--- src/rtl/c64_bus_pkg.sv ---
// Shared definitions for the C64 bus ownership logic (arbiter and VIC-II model).
package c64_bus_pkg;

  // Who currently owns, or is about to own, the phi2 half of the bus
  typedef enum logic [1:0] {
    IDLE      = 2'd0,
    WAIT      = 2'd1,
    GRANT_VIC = 2'd2,
    GRANT_EXT = 2'd3
  } arb_state_t;

  // The 6510 can issue at most three back-to-back writes before halting on RDY
  localparam int C64_BA_DELAY = 3;

endpackage

--- src/rtl/sat_counter.sv ---
// Saturating up-counter with synchronous clear; used to count stolen bus cycles.
module sat_counter #(
  parameter int WIDTH = 16
) (
  input  logic             clk,
  input  logic             reset,
  input  logic             inc,
  input  logic             clr,
  output logic [WIDTH-1:0] count
);

  // Clear beats increment; the count sticks at all-ones instead of wrapping
  always_ff @(posedge clk) begin
    if (reset) begin
      count <= '0;
    end else if (clr) begin
      count <= '0;
    end else if (inc && (count != {WIDTH{1'b1}})) begin
      count <= count + WIDTH'(1);
    end
  end

endmodule

--- src/rtl/c64_bus_arbiter.sv ---
// Owner side of the 6510 RDY/AEC handshake: hands the phi2 bus to VIC-II or
// expansion DMA, holding AEC high for BA_DELAY cycles after RDY drops so the
// CPU can finish any pending writes.
module c64_bus_arbiter
  import c64_bus_pkg::*;
#(
  parameter int BA_DELAY = C64_BA_DELAY,
  parameter int CNT_W    = 16
) (
  input  logic             clk,
  input  logic             reset,
  input  logic             cyc_stb,
  input  logic             vic_req,
  input  logic             ext_req,
  input  logic             cnt_clr,
  output logic             rdy,
  output logic             aec,
  output logic             vic_grant,
  output logic             ext_grant,
  output logic [CNT_W-1:0] steal_cnt
);

  // The first WAIT strobe already counts as one delay cycle, hence the -1
  localparam logic [2:0] DCNT_INIT = (BA_DELAY > 0) ? 3'(BA_DELAY - 1) : 3'd0;

  arb_state_t state, state_nxt;
  logic [2:0] dcnt, dcnt_nxt;
  logic       rdy_nxt, aec_nxt, vic_grant_nxt, ext_grant_nxt;
  logic       steal_inc;

  // State, delay counter and registered handshake outputs advance only on bus-cycle strobes
  always_ff @(posedge clk) begin
    if (reset) begin
      state     <= IDLE;
      dcnt      <= 3'd0;
      rdy       <= 1'b1;
      aec       <= 1'b1;
      vic_grant <= 1'b0;
      ext_grant <= 1'b0;
    end else if (cyc_stb) begin
      state     <= state_nxt;
      dcnt      <= dcnt_nxt;
      rdy       <= rdy_nxt;
      aec       <= aec_nxt;
      vic_grant <= vic_grant_nxt;
      ext_grant <= ext_grant_nxt;
    end
  end

  // Next-state and next-output decode; everything holds unless a transition says otherwise
  always_comb begin
    state_nxt     = state;
    dcnt_nxt      = dcnt;
    rdy_nxt       = rdy;
    aec_nxt       = aec;
    vic_grant_nxt = vic_grant;
    ext_grant_nxt = ext_grant;

    case (state)
      IDLE: begin
        if (vic_req || ext_req) begin
          rdy_nxt = 1'b0;
          if (BA_DELAY == 0) begin
            aec_nxt = 1'b0;
            if (vic_req) begin
              state_nxt     = GRANT_VIC;
              vic_grant_nxt = 1'b1;
            end else begin
              state_nxt     = GRANT_EXT;
              ext_grant_nxt = 1'b1;
            end
          end else begin
            state_nxt = WAIT;
            dcnt_nxt  = DCNT_INIT;
          end
        end
      end

      WAIT: begin
        if (!vic_req && !ext_req) begin
          state_nxt = IDLE;
          dcnt_nxt  = 3'd0;
          rdy_nxt   = 1'b1;
        end else if (dcnt != 3'd0) begin
          dcnt_nxt = dcnt - 3'd1;
        end else begin
          aec_nxt = 1'b0;
          if (vic_req) begin
            state_nxt     = GRANT_VIC;
            vic_grant_nxt = 1'b1;
          end else begin
            state_nxt     = GRANT_EXT;
            ext_grant_nxt = 1'b1;
          end
        end
      end

      GRANT_VIC: begin
        if (!vic_req) begin
          vic_grant_nxt = 1'b0;
          if (ext_req) begin
            state_nxt     = GRANT_EXT;
            ext_grant_nxt = 1'b1;
          end else begin
            state_nxt = IDLE;
            rdy_nxt   = 1'b1;
            aec_nxt   = 1'b1;
          end
        end
      end

      GRANT_EXT: begin
        if (!ext_req) begin
          ext_grant_nxt = 1'b0;
          if (vic_req) begin
            state_nxt     = GRANT_VIC;
            vic_grant_nxt = 1'b1;
          end else begin
            state_nxt = IDLE;
            rdy_nxt   = 1'b1;
            aec_nxt   = 1'b1;
          end
        end
      end

      default: begin
        state_nxt     = IDLE;
        dcnt_nxt      = 3'd0;
        rdy_nxt       = 1'b1;
        aec_nxt       = 1'b1;
        vic_grant_nxt = 1'b0;
        ext_grant_nxt = 1'b0;
      end
    endcase
  end

  // A cycle is stolen whenever the bus is already granted at the strobe
  always_comb begin
    steal_inc = cyc_stb && ((state == GRANT_VIC) || (state == GRANT_EXT));
  end

  sat_counter #(
    .WIDTH(CNT_W)
  ) u_steal_cnt (
    .clk  (clk),
    .reset(reset),
    .inc  (steal_inc),
    .clr  (cnt_clr),
    .count(steal_cnt)
  );

endmodule

--- config.mk ---
export PLATFORM = sky130hd
export DESIGN_NAME = c64_bus_arbiter
export DESIGN_NICKNAME = d
export VERILOG_FILES = /design/src/rtl/c64_bus_pkg.sv /design/src/rtl/sat_counter.sv /design/src/rtl/c64_bus_arbiter.sv
export SDC_FILE = /design/constraint.sdc
export NUM_CORES = 1
export LEC_CHECK = 0
export CORE_AREA = 3 3 57 59
export DETAILED_ROUTE_END_ITERATION = 10
export DIE_AREA = 0 0 60 62
export PLACE_DENSITY = 0.8
export SYNTH_ARGS = -nofsm -noshare
export SYNTH_HDL_FRONTEND = slang
export SYNTH_SLANG_ARGS = --single-unit
--- constraint.sdc ---
create_clock -name clk -period 2.5 [get_ports clk]
set_input_delay 0.5 -clock clk [delete_from_list [all_inputs] [get_ports clk]]
set_output_delay 0.5 -clock clk [all_outputs]
set_load 0.01 [all_outputs]
==> results of run 1 <==
==> cell usage in the layout, fill, tap and decap left out, types with 2 or more instances in the layout <==
master,n
a21oi_1,11
nor3_1,7
o21bai_1,2
nand4_1,7
mux2i_1,2
nor3b_1,2
o31a_1,2
nand2_1,10
nor2b_1,4
buf_4,6
clkdlybuf4s50_1,25
nand3_1,9
nor4bb_1,2
o311ai_0,2
and3_1,2
or4_1,2
nor2_1,12
or2_2,2
or3_1,7
a211oi_1,4
inv_1,4
a31oi_1,10
ha_1,3
and4_1,3
nand2b_1,3
nor4_1,2
o31ai_1,2
dfxtp_1,25
o21ai_0,7
clkbuf_4,3
==> flip-flops by register name (all words and copies together) (netlist names) <==
signal and cells:
vic_grant 1, ext_grant 1, aec 1, rdy 1, state 2, dcnt 3, u_steal_cnt.count 16
==> worst max-delay path, cell delays in order, from the launching register on <==
cell and delay, ps:
dfxtp_1 450, ha_1 240, nand4_1 160, or4_1 680, nand4_1 200, mux2i_1 190
==> path summary, 6_finish.rpt <==
path                      endpoint  cells after the start  slack [ps]
max reg2reg  u_steal_cnt.count[13]                      5         540
min reg2reg              vic_grant                      2         510
min                      vic_grant                      2         510
max          u_steal_cnt.count[13]                      5         540
==> per-layer routing <==
| layer | GRT usage | wire, microns | share of wire |
|---|---|---|---|
| met3 | 0.0227 | 138 | 0.040 |
| met4 | 0.0696 | 18 | 0.0052 |
| met1 | 0.235 | 1550 | 0.44 |
| met2 | 0.370 | 1780 | 0.51 |
| met5 | 0 | 0 | 0 |
==> cell families after synthesis <==
| group | after synthesis | synth area share |
|---|---|---|
| and+or+nand+nor | 78 | 0.322 |
| AOI/OAI and AO/OA | 50 | 0.243 |
| DFF | 25 | 0.361 |
| buffers and inverters | 12 | 0.0334 |
| adders and majority gates | 3 | 0.0271 |
| muxes | 2 | 0.0144 |
==> layout make-up <==
type	count	area (sq um)	area share
tap	31	38.8	0.0226
clock buffer	3	22.5	0.0131
multi-input combinational	133	841	0.489
inverter	4	15.0	0.00874
timing repair buffer	31	295	0.172
clock inverter	1	5.00	0.00291
sequential	25	500	0.291
==> power breakdown <==
part / total (mW) / internal, mW / switching (mW)
sequential: 0.419 / 0.407 / 0.0113
combinational: 0.0975 / 0.0450 / 0.0525
clock: 0.188 / 0.0600 / 0.128
==> summary.txt, run 1 <==
Synthesis
  • FFs w/ async S/R, synth: 0
  • Main synth FF type: dfxtp_1
  • Post-synth top area cell: dfxtp_1
  • Most frequent cell after synthesis: dfxtp_1
  • Synth Cell Area: 1390 sq um
  • Syn_nets: 179
  • Synth cell types: 43
  • Mean Syn Cell Area: 8.16 sq um
  • Area contributors post-synth: dfxtp_1 36%, a31oi_1 4.5%, a21oi_1 4.0%
  • Yosys warns: 0
  • Share of the synthesized area in the top cell type: 0.361
  • #FFs+latches synth: 25
  • Post-Syn Instances: 170
  • Post-synth EDFFs: 0
  • Top post-synthesis cells by count: 25 x dfxtp_1, 12 x nor2_1, 11 x a21oi_1
  • Seq/Total Area, Yosys: 0.361

Setup path
  • CP Class: register to register
  • Max FO, Critical Path: 9
  • Worst setup startpoint: u_steal_cnt.count[0]
  • CP Data Arrival Time: 2230 ps
  • Worst Setup Start Kind: register
  • R2R Path Start: u_steal_cnt.count[0]
  • CP required: 2770 ps
  • Critical Path End Type: register

Finish
  • Share of cells above drive strength 1: 0.0812
  • Layout area overhead: 23.8%
  • Ant. Diodes: 0
  • Cell Count, Final, Fillers Out: 228
  • # fillers: 250
  • Final cell utilization of the core: 0.623
  • Nets@finish: 207
  • Design area: 1720 sq um

Drt
  • Via count: 1409
  • Starting DRT DRC Count: 86
  • DR WL/cell: 15.3 microns
  • Post-route ant nets: 0
  • Routed WL: 3490 microns
  • Drc violations: 0
  • Drt via density: 6.18
  • DR pass1 iterations: 4

Global route
  • Initial antenna violation count: 0
  • Vias in the first global route: 1321
  • GRT Resource Usage Total: 0.199
  • Largest net degree at the start of global routing: 15
  • Grt ovf: 0
  • First-pass GRT wire length: 5790 microns

Floorplanning
  • Total die area: 3720 sq um
  • Die W: 60 microns
  • Die Span Y: 62 microns
  • # IOs: 26
  • Effective utilization at floorplan: 0.503
  • Rows: 19
  • CORE AREA: 2760 sq um

Outcome
  • Status: complete, no violations

Timing
  • Skew final: 10.3 ps
  • Slew Limit Fails: 0
  • RSZ-0062 raised after global routing: no
  • Hold slack: 515 ps
  • Fin crit share: 0.785
  • Slew @ Worst Pin: 693 ps
  • Final setup viols: 0
  • Final Hold Viols: 0
  • Relative slew slack: 0.534
  • PnR worst setup slack: 539 ps
  • Setup TNS: 0 ps
  • Fin crit period: 1960 ps
  • Fmax: 0.510 GHz

Place
  • DP HPWL: 2590 microns
  • Placed cell count: 224
  • RD Place Congestion: 0.871
  • Place WS: 320 ps
  • IO Port Bufs: 25
  • Area after DPL: 1690 sq um

Clock network
  • Hold-fix buffers at CTS: 0
  • Number of setup buffers added after CTS: 0
  • Root buffer cell: clkbuf_4
  • CTS buffer count: 3
  • Longest Clk Path Bufs: 2
  • Sinks on Clock Net: 25
  • H-Tree Depth: 1
  • Worst-Skew Late Latency: 320 ps
  • # resized after CTS: 0
  • Clock slew at reported path FFs: 150 ps
  • CTS tree: built

Power and ir drop
  • Leak: 0.586 nW
  • Total Power: 0.704 mW
  • VDD IR-drop max: 0.000296 V
  • Power Density: 410 nW/um^2

Job
  • Maximum Capacitance Violations: 0

Hold path
  • Hold Path Class: register to register
  • Origin of the worst min-delay path: vic_grant
(Power assumes the default switching activity.)
==> inputs of run 2 (changes only) <==
Clock period 2.5 ns to 1.9 ns, I/O delays scaled along.
==> run 2 against run 1 <==
  * Non-clock buffer count increased by 21
  * Via count increased by 9.2%
  * Flip-flop and latch count unchanged
  * Critical path depth decreased by 3
  * Worst setup slack got worse by 420 ps
  * Largest cell class unchanged
==> summary.txt, run 2 (synthesis gave the netlist of run 1 again) <==
Clock network
  • Longest Clk Path Bufs: 2 (unchanged)
  • Hold-fix buffers at CTS: 0 (unchanged)
  • CTS tree: built
  • Root buffer cell: clkbuf_4
  • Number of setup buffers added after CTS: 0 (unchanged)
  • Worst-Skew Late Latency: 320 ps (about the same)
  • CTS buffer count: 3 (unchanged)
  • H-Tree Depth: 1 (unchanged)
  • Sinks on Clock Net: 25 (unchanged)
  • Clock slew at reported path FFs: 130 ps (-20 ps)

Drt
  • Via count: 1539 (+9.2%)
  • Post-route ant nets: 0 (unchanged)
  • Drt via density: 6.18 (about the same)
  • Routed WL: 3890 microns (+12%)
  • DR pass1 iterations: 5 (+1)
  • Drc violations: 0 (unchanged)
  • DR WL/cell: 15.6 microns (+2.3%)
  • Starting DRT DRC Count: 130 (+51%)

Setup path
  • Worst stage delay on the critical path: 540 ps (-140 ps)
  • R2R Path End: u_steal_cnt.count[15]
  • R2R Path Start: u_steal_cnt.count[6]
  • Critical path depth: 2 (-3)
  • Worst Setup Start Kind: register
  • Max FO, Critical Path: 7 (-2)
  • R2r setup slk: 160 ps (-380 ps)
  • CP Class: register to primary output
  • CP Data Arrival Time: 1400 ps (-830 ps)
  • Critical path buffers and inverters: 2 (+2)
  • CP required: 1520 ps (-1250 ps)
  • Crit path max-delay family: buffers and inverters
  • R2R depth: 6 (+1)
  • Slowest-stage cell, CP: clkdlybuf4s50_1
  • Critical Path End Type: primary output
  • CP cell instances: buf_4 > clkdlybuf4s50_1

Global route
  • Largest net degree at the start of global routing: 14 (-1)
  • Grt ovf: 0 (unchanged)
  • GRT Resource Usage Total: 0.234 (+0.0349)
  • Vias in the first global route: 1472 (+11%)
  • Initial antenna violation count: 0 (unchanged)
  • First-pass GRT wire length: 6620 microns (+14%)

Timing
  • Slew @ Worst Pin: 403 ps (-290 ps)
  • Skew final: 1.75 ps (-8.58 ps)
  • Fmax: 0.562 GHz
  • Final Hold Viols: 0 (unchanged)
  • Setup TNS: 0 ps (unchanged)
  • Fin crit period: 1780 ps
  • Hold slack: 523 ps (+7.96 ps)
  • Slew Limit Fails: 0 (unchanged)
  • Final setup viols: 0 (unchanged)
  • Fin crit share: 0.937
  • Relative slew slack: 0.729 (+0.195)
  • RSZ-0062 raised after global routing: no

Finish
  • Most common cell after layout, fill and taps aside: buf_4
  • Commonest cells after routing, fill and taps aside: 27 x buf_4, 25 x dfxtp_1, 25 x clkdlybuf4s50_1
  • Largest register FFs: 16 (unchanged)
  • Top reg by flops: u_steal_cnt.count
  • Cell Count, Final, Fillers Out: 249 (+9.2%)
  • Share of cells above drive strength 1: 0.170 (+0.0885)
  • # fillers: 228 (-8.8%)
  • Design area: 1880 sq um (+9.3%)
  • Layout area overhead: 35.3%
  • Nets@finish: 228 (+10%)
  • Top flop regs: u_steal_cnt.count x16, dcnt x3, state x2
  • Ant. Diodes: 0 (unchanged)

Power and ir drop
  • VDD IR-drop max: 0.000407 V (+37%)
  • Leak: 0.693 nW (+18%)
  • Power Density: 499 nW/um^2 (+22%)

Floorplanning
  • # IOs: 26 (unchanged)
  • Effective utilization at floorplan: 0.503 (unchanged)
  • Total die area: 3720 sq um (unchanged)
  • Rows: 19 (unchanged)
  • Die W: 60 microns (unchanged)
  • Die Span Y: 62 microns (unchanged)
  • CORE AREA: 2760 sq um (unchanged)

Place
  • Placed cell count: 245 (+9.4%)
  • IO Port Bufs: 25 (unchanged)
  • DP HPWL: 2960 microns (+14%)
  • Area after DPL: 1850 sq um (+9.3%)
  • RD Place Congestion: 0.894 (+2.7%)

Job
  • Maximum Capacitance Violations: 0 (unchanged)

Outcome
  • Status: complete, no violations

Hold path
  • WHS Path Cells: 2 (unchanged)
  • Hold Path Class: register to register
  • Worst Hold End: vic_grant
  • Origin of the worst min-delay path: vic_grant
==> run 2: changes by cell type in the layout (fill, tap and decap cells not counted), sizes merged <==
cell	change
clkbuf	+1
buf	+21
clkinv	-1
==> run 2: where the power goes <==
group | switching (mW) | total [mW] | leakage [nW] | internal [mW]
combinational | 0.0765 | 0.146 | 0.475 | 0.0692
sequential | 0.0124 | 0.548 | 0.202 | 0.536
clock | 0.161 | 0.243 | 0.0150 | 0.0823
==> run 2: metal layers <==
layer	global-route usage	vias up	share of wire
li1	-	756	-
met1	0.282	715	0.42
met2	0.410	60	0.51
met3	0.0310	8	0.061
met4	0.111	0	0.015
met5	0	-	0
==> run 2: what timing repair did <==
| item | in CTS | in global routing |
|---|---|---|
| hold endpoints to repair | 0 | 0 |
| gates resized for setup | 0 | 2 |
| setup endpoints to repair | 0 | 4 |
==> run 2: how the worst max path moves through the flow <==
stage	startpoint	end
after global routing	u_steal_cnt.count[1]	u_steal_cnt.count[12]
after CTS	u_steal_cnt.count[12]	u_steal_cnt.count[13]
after detailed placement	cyc_stb	u_steal_cnt.count[15]
after floorplan	u_steal_cnt.count[0]	u_steal_cnt.count[9]
final	u_steal_cnt.count[5]	steal_cnt[5]
after global placement	cyc_stb	u_steal_cnt.count[15]
==> run 2: stage by stage <==
stage          setup WS, ps   util  power (mW)
2_1_floorplan          98.6      -       0.640
3_3_place_gp           6.55  0.670       0.695
3_5_place_dp          -17.5  0.670       0.704
4_1_cts                86.0  0.680       0.944
5_1_grt                24.6  0.681       0.995
6_report                120  0.681       0.937
==> run 2: final cells by class <==
cell class                      instances  area (sq um)  area share
Multi-Input combinational cell        133           845       0.450
Sequential cell                        25           500       0.266
Timing Repair Buffer                   52           453       0.241
Tap cell                               31          38.8      0.0207
Clock buffer                            4          26.3      0.0140
Inverter                                4          15.0     0.00799
==> run 2: worst register-to-register path: stages, from the launching register on <==
cell and delay [ps]:
dfxtp_1 490, nand4_2 150, buf_4 170, nor4_1 390, buf_4 200, a41oi_1 120
nor3_1 170
